File: src/rtl/vga_timing_gen_pkg.sv
// Shared VGA raster constants, counter width and stage-0 bundle type.
// Default 640x480@60 porch/sync values; imported by generator and pixel stage.
package vga_timing_gen_pkg;

  localparam int CNT_W = 10;

  localparam int DEF_H_ACTIVE = 640;
  localparam int DEF_H_FP     = 16;
  localparam int DEF_H_SYNC   = 96;
  localparam int DEF_H_BP     = 48;
  localparam int DEF_V_ACTIVE = 480;
  localparam int DEF_V_FP     = 10;
  localparam int DEF_V_SYNC   = 2;
  localparam int DEF_V_BP     = 33;

  localparam int DEF_H_TOTAL =
    DEF_H_ACTIVE + DEF_H_FP + DEF_H_SYNC + DEF_H_BP;
  localparam int DEF_V_TOTAL =
    DEF_V_ACTIVE + DEF_V_FP + DEF_V_SYNC + DEF_V_BP;

  typedef struct packed {
    logic fin;
    logic vs_n;
    logic hs_n;
    logic active;
  } stage_t;

  localparam stage_t STAGE_IDLE = '{
    fin:    1'b0,
    vs_n:   1'b1,
    hs_n:   1'b1,
    active: 1'b0
  };

endpackage

File: src/rtl/vga_timing_gen_delay_line.sv
// vga_delay_line: WIDTH x DEPTH shift register, sync active-low reset to RST_VAL.
// Ports: i_clk, i_rst_n, i_d[WIDTH] in; o_q[WIDTH] = i_d delayed DEPTH cycles.
module vga_delay_line #(
  parameter int               WIDTH   = 4,
  parameter int               DEPTH   = 2,
  parameter logic [WIDTH-1:0] RST_VAL = '0
) (
  input  logic             i_clk,
  input  logic             i_rst_n,
  input  logic [WIDTH-1:0] i_d,
  output logic [WIDTH-1:0] o_q
);

  logic [WIDTH-1:0] r_stage [DEPTH];

  always_ff @(posedge i_clk) begin
    if (!i_rst_n) begin
      for (int i = 0; i < DEPTH; i++) begin
        r_stage[i] <= RST_VAL;
      end
    end else begin
      r_stage[0] <= i_d;
      for (int i = 1; i < DEPTH; i++) begin
        r_stage[i] <= r_stage[i-1];
      end
    end
  end

  assign o_q = r_stage[DEPTH-1];

endmodule

File: src/rtl/vga_timing_gen.sv
// vga_timing_gen: raster counters, stage-0 decode, frame count, aligned syncs.
// In: I_25MHZ_CLK, I_RESET(n). Out: O_X/O_Y raw; syncs/strobes lag PIPE_LAT.
module vga_timing_gen
  import vga_timing_gen_pkg::*;
#(
  parameter int H_ACTIVE = DEF_H_ACTIVE,
  parameter int H_FP     = DEF_H_FP,
  parameter int H_SYNC   = DEF_H_SYNC,
  parameter int H_BP     = DEF_H_BP,
  parameter int V_ACTIVE = DEF_V_ACTIVE,
  parameter int V_FP     = DEF_V_FP,
  parameter int V_SYNC   = DEF_V_SYNC,
  parameter int V_BP     = DEF_V_BP,
  parameter int PIPE_LAT = 2,
  parameter int FRAME_W  = 16
) (
  input  logic               I_25MHZ_CLK,
  input  logic               I_RESET,
  output logic [CNT_W-1:0]   O_X,
  output logic [CNT_W-1:0]   O_Y,
  output logic               O_HSYNC,
  output logic               O_VSYNC,
  output logic               display_data,
  output logic               draw_finish,
  output logic [FRAME_W-1:0] O_FRAME
);

  localparam int H_TOTAL = H_ACTIVE + H_FP + H_SYNC + H_BP;
  localparam int V_TOTAL = V_ACTIVE + V_FP + V_SYNC + V_BP;

  localparam logic [CNT_W-1:0] H_LAST  = CNT_W'(H_TOTAL - 1);
  localparam logic [CNT_W-1:0] V_LAST  = CNT_W'(V_TOTAL - 1);
  localparam logic [CNT_W-1:0] H_VIS   = CNT_W'(H_ACTIVE);
  localparam logic [CNT_W-1:0] V_VIS   = CNT_W'(V_ACTIVE);
  localparam logic [CNT_W-1:0] V_LASTV = CNT_W'(V_ACTIVE - 1);
  localparam logic [CNT_W-1:0] HS_BEG  = CNT_W'(H_ACTIVE + H_FP);
  localparam logic [CNT_W-1:0] HS_END  =
    CNT_W'(H_ACTIVE + H_FP + H_SYNC);
  localparam logic [CNT_W-1:0] VS_BEG  = CNT_W'(V_ACTIVE + V_FP);
  localparam logic [CNT_W-1:0] VS_END  =
    CNT_W'(V_ACTIVE + V_FP + V_SYNC);

  logic [CNT_W-1:0]   r_h;
  logic [CNT_W-1:0]   r_v;
  logic [FRAME_W-1:0] r_frame;
  stage_t             w_s0;
  stage_t             w_dly;

  always_ff @(posedge I_25MHZ_CLK) begin
    if (!I_RESET) begin
      r_h <= '0;
      r_v <= '0;
    end else if (r_h == H_LAST) begin
      r_h <= '0;
      r_v <= (r_v == V_LAST) ? '0 : r_v + 1'b1;
    end else begin
      r_h <= r_h + 1'b1;
    end
  end

  always_comb begin
    w_s0        = STAGE_IDLE;
    w_s0.active = (r_h < H_VIS) && (r_v < V_VIS);
    w_s0.hs_n   = !((r_h >= HS_BEG) && (r_h < HS_END));
    w_s0.vs_n   = !((r_v >= VS_BEG) && (r_v < VS_END));
    // first cycle past the last visible pixel of the frame
    w_s0.fin    = (r_h == H_VIS) && (r_v == V_LASTV);
  end

  always_ff @(posedge I_25MHZ_CLK) begin
    if (!I_RESET) begin
      r_frame <= '0;
    end else if (w_s0.fin) begin
      r_frame <= r_frame + 1'b1;
    end
  end

  vga_delay_line #(
    .WIDTH   ($bits(stage_t)),
    .DEPTH   (PIPE_LAT),
    .RST_VAL (STAGE_IDLE)
  ) u_dly (
    .i_clk   (I_25MHZ_CLK),
    .i_rst_n (I_RESET),
    .i_d     (w_s0),
    .o_q     (w_dly)
  );

  assign O_X          = r_h;
  assign O_Y          = r_v;
  assign O_HSYNC      = w_dly.hs_n;
  assign O_VSYNC      = w_dly.vs_n;
  assign display_data = w_dly.active;
  assign draw_finish  = w_dly.fin;
  assign O_FRAME      = r_frame;

endmodule
File: config.mk
export PLATFORM = sky130hd
export DESIGN_NAME = vga_timing_gen
export DESIGN_NICKNAME = d
export VERILOG_FILES = /design/src/rtl/vga_timing_gen_pkg.sv /design/src/rtl/vga_timing_gen_delay_line.sv /design/src/rtl/vga_timing_gen.sv
export SDC_FILE = /design/constraint.sdc
export NUM_CORES = 1
export LEC_CHECK = 0
export CAP_MARGIN = 10
export CORE_UTILIZATION = 46
export CTS_CLUSTER_DIAMETER = 120
export CTS_CLUSTER_SIZE = 28
export DETAILED_ROUTE_END_ITERATION = 7
export GPL_TIMING_DRIVEN = 0
export MAX_ROUTING_LAYER = met4
export PLACE_DENSITY = 0.8
export SYNTH_ARGS = -nofsm -noshare
export SYNTH_HDL_FRONTEND = slang
export SYNTH_HIERARCHICAL = 1
export SYNTH_SLANG_ARGS = --single-unit
File: constraint.sdc
create_clock -name I_25MHZ_CLK -period 1.86 [get_ports I_25MHZ_CLK]
set_input_delay 0.279 -clock I_25MHZ_CLK [delete_from_list [all_inputs] [get_ports I_25MHZ_CLK]]
set_output_delay 0.279 -clock I_25MHZ_CLK [all_outputs]
set_load 0.01 [all_outputs]
==> results.py, run 1 <==
metrics = {
    "logic_synthesis": {
        "synth_edf_count": 0,
        "ys_types": 38,
        "yosys_warnings": 6,
        "synth_flop_cell": "dfxtp_1",
        "ys_seq_area_share_pct": 40.60,
        "async_flop_share_pct": 0,
        "syn_nets": 250,
        "synth_seq_cells": 44,
        "synth_area_mm2": 0.002170,
        "syn_inst": 243,
        "avgSynthCellArea_um2": 8.928,
    },
    "global_route": {
        "track_usage_pct": 20.95,
        "grt_max_degree": 13,
        "gr-total-overflow": 0,
        "grt_pass1_vias": 1773,
        "antenna_found_initial": 0,
        "grt_pass1_wl_mm": 8.190,
    },
    "clocking": {
        "cts_tree": "done",
        "clock-sinks": 44,
        "clockBufferDepth": 2,
        "htreeDepth": 2,
        "numCtsBuffers": 5,
        "cts.clk_slew.worst_paths_ps": 80,
        "root_buffer": "clkbuf_8",
        "postCtsHoldBufs": 0,
        "worstSkewPairLatency_ps": 300,
    },
    "floorplan": {
        "die_area_mm2": 0.004995,
        "rows": 24,
        "chipHeight_um": 70.68,
        "die_w_um": 70.68,
        "start_util_pct": 48.82,
        "io_pins": 42,
        "core-area_mm2": 0.004444,
    },
    "setup_path": {
        "cp.arrival_ps": 2090,
        "worstSetupPathType": "reg2reg",
        "crit_path_start_kind": "register",
        "crit_required_ps": 2090,
        "worst_setup_path_end_kind": "register",
        "path_max_fanout": 6,
    },
    "run_status": {
        "violations": "DRC",
        "status": "finished, violations left",
    },
    "placed_design": {
        "gp_congestion": 0.8581,
        "numPortBuffers": 41,
        "dp_hpwl_mm": 3.299,
        "place_inst": 336,
    },
    "detailed_routing": {
        "firstDrtPassIters": 6,
        "drtIter0Drc": 170,
        "num_vias": 2066,
        "drcViolationCount": 6,
        "drt_wl_total_mm": 5.303,
        "antenna_left": 0,
        "vias_per_cell": 5.787,
        "routedWlPerCell_um": 14.85,
    },
    "timing": {
        "rsz0062_at_grt": "true",
        "finalCriticalPeriod_ps": 1859,
        "hold_violations": 0,
        "worst_slew_pin_slew_ps": 519.3,
        "finalSetupViolCount": 0,
        "finalSetupTns_ps": 0,
        "clock-skew-final_ps": 8.768,
        "fmax_mhz": 537.9,
        "slew_violations": 0,
        "finalCritPeriodShare_pct": 99.95,
        "max_slew_margin_pct": 65.38,
    },
    "final_layout": {
        "drive_gt1_share_pct": 22.95,
        "final_common_cell": "clkdlybuf4s50_1",
        "insertedDiodeCount": 0,
        "fin_nets": 312,
        "areaGrowthSynthToFinish_pct": 39.22,
        "most-common-layout-cells": "clkdlybuf4s50_1, dfxtp_1, buf_4",
        "fill_cells": 354,
        "final-instance-count-excl-fill": 357,
        "utilization_pct": 67.96,
    },
    "run": {
        "max_cap_violations": 0,
    },
    "pwr": {
        "cellPowerDensity_mw_per_mm2": 531.8,
        "p_leak_uw": 0.0009511,
        "p_total_uw": 1606,
        "ir_worst_vdd_mv": 0.2806,
    },
    "min_path": {
        "hold_class": "reg2reg",
    },
}
[cells in the mapped netlist, drive strengths merged, types with 8 or more instances]
cell	instances	area share [%]
a21oi	20	4.6
dfxtp	44	41
inv	11	1.9
nand2	15	2.6
nand3	20	4.6
nand4	8	3.0
nor2	16	2.8
o21ai	8	2.0
o31ai	12	4.2
or3	8	2.7
or4	14	4.8
xnor2	9	3.6
[power by group]
group          internal, µW  switching [µW]  leakage [µW]
Clock                   255             311     0.0000410
Sequential              946            13.5      0.000361
Combinational          39.4            40.0      0.000549
[worst max-delay path, stage by stage, from the launching register on]
cell     delay, ps
dfxtp_4        380
inv_4           60
ha_4           110
nor4b_4        290
nand4_1        190
buf_4          180
or4_4          410
a21oi_1        160
[final cells by class]
cell class,instances,area [µm²],share of cell area (%)
clock inverter,1,5.005,0.1657
multi-input combinational,175,1296,42.92
timing repair buffer,55,515.5,17.07
sequential,44,902.1,29.87
buffer,12,116.4,3.853
inverter,12,47.55,1.574
tap,52,65.06,2.154
clock buffer,6,72.57,2.403
[final timing paths]
path | startpoint | end | slack [ps] | depth (start not counted)
setup / recovery | O_X[0] | O_FRAME[8] | 0.9 | 7
hold / removal | u_dly/r_stage[0][1] | u_dly/r_stage[0][5] | 410 | 1
setup reg to reg | O_X[0] | O_FRAME[8] | 0.9 | 7
hold reg to reg | u_dly/r_stage[0][1] | u_dly/r_stage[0][5] | 410 | 1
[routing by layer]
metal	share of wire, %	vias to the layer above	track usage [%]	wire [µm]
met5	0	-	-	0
met1	44	976	27.26	2329
met2	49	74	32.90	2578
li1	-	1006	-	-
met4	2.1	0	6.444	114
met3	5.3	10	4.416	281
[state kept, by name, indices dropped and copies added, names as in the netlist]
signal,count
O_Y,10
O_X,10
O_FRAME,16
u_dly/r_stage,8
[cells by family (layout without fill, tap and decap cells)]
| logic type | count (synthesis) | after routing | share of synthesized area [%] |
|---|---|---|---|
| simple gates | 116 | 116 | 33.28 |
| flops | 44 | 44 | 40.60 |
| compound gates | 40 | 40 | 10.78 |
| buf+inv | 24 | 86 | 6.632 |
| xor+xnor | 11 | 11 | 4.441 |
| fa+ha+maj | 5 | 5 | 2.884 |
| mux | 3 | 3 | 1.384 |
[metrics by stage]
step | setup WS, ps | hold slack (ps) | area (µm²)
detailed placement | -325.2 | 390.9 | 2651
global placement | -299.2 | 391.9 | 2651
CTS | -0.5165 | 408.4 | 2814
global route | -85.08 | 441.9 | 3020
floorplan | 7.813 | 352.0 | 2176
finish | 0.9051 | 406.7 | 3020
[repair_timing]
| item | CTS | global route |
|---|---|---|
| setup endpoints to repair | 22 | 20 |
| resized for setup | 17 | 33 |
| buffers inserted | 4 | 10 |
| pin swaps | 3 | 10 |
Power figures use the tool's default switching activity.
==> run 2: changes to the inputs <==
--- a/config.mk
+++ b/config.mk
@@ -6,13 +6,14 @@
 export NUM_CORES = 1
 export LEC_CHECK = 0
 export CAP_MARGIN = 10
-export CORE_UTILIZATION = 46
+export CORE_UTILIZATION = 51
 export CTS_CLUSTER_DIAMETER = 120
 export CTS_CLUSTER_SIZE = 28
 export DETAILED_ROUTE_END_ITERATION = 7
 export GPL_TIMING_DRIVEN = 0
 export MAX_ROUTING_LAYER = met4
-export PLACE_DENSITY = 0.8
+export PLACE_DENSITY = 0.84
+export SETUP_SLACK_MARGIN = 0.4
 export SYNTH_ARGS = -nofsm -noshare
 export SYNTH_HDL_FRONTEND = slang
 export SYNTH_HIERARCHICAL = 1
==> constraint.sdc (replaced) <==
create_clock -name I_25MHZ_CLK -period 1.77 [get_ports I_25MHZ_CLK]
set_input_delay 0.2655 -clock I_25MHZ_CLK [delete_from_list [all_inputs] [get_ports I_25MHZ_CLK]]
set_output_delay 0.2655 -clock I_25MHZ_CLK [all_outputs]
set_load 0.01 [all_outputs]
==> results.py, run 2 (synthesized netlist as in run 1, its figures left out) <==
metrics = {
    "run_status": {
        "status": "finished, violations left",
        "violations": "setup timing",
    },
    "min_path": {
        "hold_class": "reg2reg",
        "hold_start": "u_dly/r_stage[0][1]",
        "min_to": "u_dly/r_stage[0][5]",
        "holdPathStages": 1,
    },
    "final_layout": {
        "final_common_cell": "dlygate4sd2_1",
        "largest_register_ffs": 16,
        "insertedDiodeCount": 0,
        "most-common-layout-cells": "dlygate4sd2_1, buf_4, dfxtp_2",
        "fin_nets": 341,
        "drive_gt1_share_pct": 44.78,
        "final-instance-count-excl-fill": 385,
        "areaGrowthSynthToFinish_pct": 62.92,
    },
    "timing": {
        "finalCriticalPeriod_ps": 1846,
        "worst_slew_pin_slew_ps": 429.9,
        "finalSetupViolCount": 16,
        "hold_violations": 0,
        "finalCritPeriodShare_pct": 104.3,
        "whs_ps": 413.6,
        "max_slew_margin_pct": 71.07,
        "slew_violations": 0,
        "rsz0062_at_grt": "true",
        "clock-skew-final_ps": 14.15,
        "fmax_mhz": 541.8,
        "fin_ws_ps": -75.84,
    },
    "detailed_routing": {
        "routedWlPerCell_um": 20.49,
        "vias_per_cell": 6.319,
        "drt_wl_total_mm": 7.890,
        "drcViolationCount": 0,
        "num_vias": 2433,
        "drtIter0Drc": 255,
        "antenna_left": 0,
        "firstDrtPassIters": 4,
    },
    "floorplan": {
        "io_pins": 42,
        "core-area_mm2": 0.004029,
        "chipHeight_um": 67.23,
        "rows": 23,
        "start_util_pct": 53.85,
        "die_area_mm2": 0.004519,
        "die_w_um": 67.23,
    },
    "pwr": {
        "ir_worst_vdd_mv": 0.5689,
        "p_leak_uw": 0.001384,
        "cellPowerDensity_mw_per_mm2": 558.6,
    },
    "placed_design": {
        "dp_hpwl_mm": 3.439,
        "post-place-ws_ps": -224.9,
        "gp_congestion": 0.7819,
        "place_inst": 334,
        "numPortBuffers": 41,
    },
    "clocking": {
        "clock-sinks": 44,
        "htreeDepth": 2,
        "clockBufferDepth": 2,
        "cts_tree": "done",
        "root_buffer": "clkbuf_8",
        "cts.clk_slew.worst_paths_ps": 90,
        "numCtsBuffers": 5,
        "worstSkewPairLatency_ps": 310,
    },
    "setup_path": {
        "cp_common_cell": "buf_4",
        "rr_endpoint": "O_FRAME[10]",
        "worstPathCellList": "inv_2 > ha_1 > nor4b_4 > buf_4 > nand4_1 > buf_4 > or4_1 > a21oi_1",
        "worst_r2r_path_depth": 8,
        "slowest_delay_ps": 390,
        "timing.reg2reg.setup_slack_ps": -80,
        "worst_setup_path_end_kind": "register",
        "cp_top_family": "simple AND/OR/NAND/NOR gates",
        "crit_buf_inv": 3,
        "worstSetupPathType": "reg2reg",
        "crit_slowest_cell": "or4_1",
        "cp.arrival_ps": 2070,
        "crit_path_start_kind": "register",
        "path_max_fanout": 5,
        "crit_required_ps": 2000,
        "worstReg2RegStart": "O_X[0]",
    },
    "global_route": {
        "grt_max_degree": 14,
        "track_usage_pct": 33.32,
        "antenna_found_initial": 0,
        "grt_pass1_vias": 2133,
        "grt_pass1_wl_mm": 10.62,
        "gr-total-overflow": 0,
    },
    "run": {
        "max_cap_violations": 0,
    },
}
[run 2: how the worst max path moves through the flow]
| stage | startpoint | cells past startpoint | endpoint |
|---|---|---|---|
| floorplan | O_X[1] | 5 | O_Y[9] |
| global route | O_X[1] | 8 | O_FRAME[4] |
| CTS | O_X[0] | 8 | O_FRAME[4] |
| detailed placement | I_RESET | 5 | O_FRAME[3] |
| finish | O_X[0] | 8 | O_FRAME[10] |
| global placement | I_RESET | 5 | O_FRAME[7] |
[run 2: final cells by class]
cell class / instances / area, µm²
Buffer: 12 / 153.9
Sequential cell: 44 / 949.7
Timing Repair Buffer: 83 / 720.7
Inverter: 12 / 51.30
Clock inverter: 1 / 30.03
Tap cell: 50 / 62.56
Clock buffer: 7 / 96.34
Fill cell: 180 / 494.2
Multi-Input combinational cell: 176 / 1470
[run 2: layer usage]
layer  global-route usage, %  vias to the layer above  wire (µm)
met2                   53.25                      145       3895
met4                   19.68                        0        352
met1                   38.11                     1178       3081
met3                   7.264                       35        561
met5                       -                        -          0
li1                        -                     1075          -
[run 2: what timing repair did]
| action | 4_1_cts | 5_1_grt |
|---|---|---|
| endpoints found under the setup margin | 78 | 38 |
| gates cloned | 3 | 0 |
| resized for setup | 99 | 47 |
| hold buffers | 0 | 0 |
| pin swaps | 20 | 15 |
| buffers inserted | 29 | 11 |
[run 2: per-stage QoR]
step	total power, µW	instance area (µm²)	setup TNS (ps)	utilization [%]
floorplan	1076	2297	0	-
global placement	1105	2770	-2112	68.76
detailed placement	1107	2770	-2261	68.76
CTS	1945	3294	-7.694	81.77
global route	2019	3535	-1963	87.73
finish	1975	3535	-552.1	87.73
[run 2: power by group]
group	switching, µW	total (µW)	internal, µW
registers	13.5	995	981
logic	59.3	110	50.8
clock network	371	870	499
total	444	1970	1530
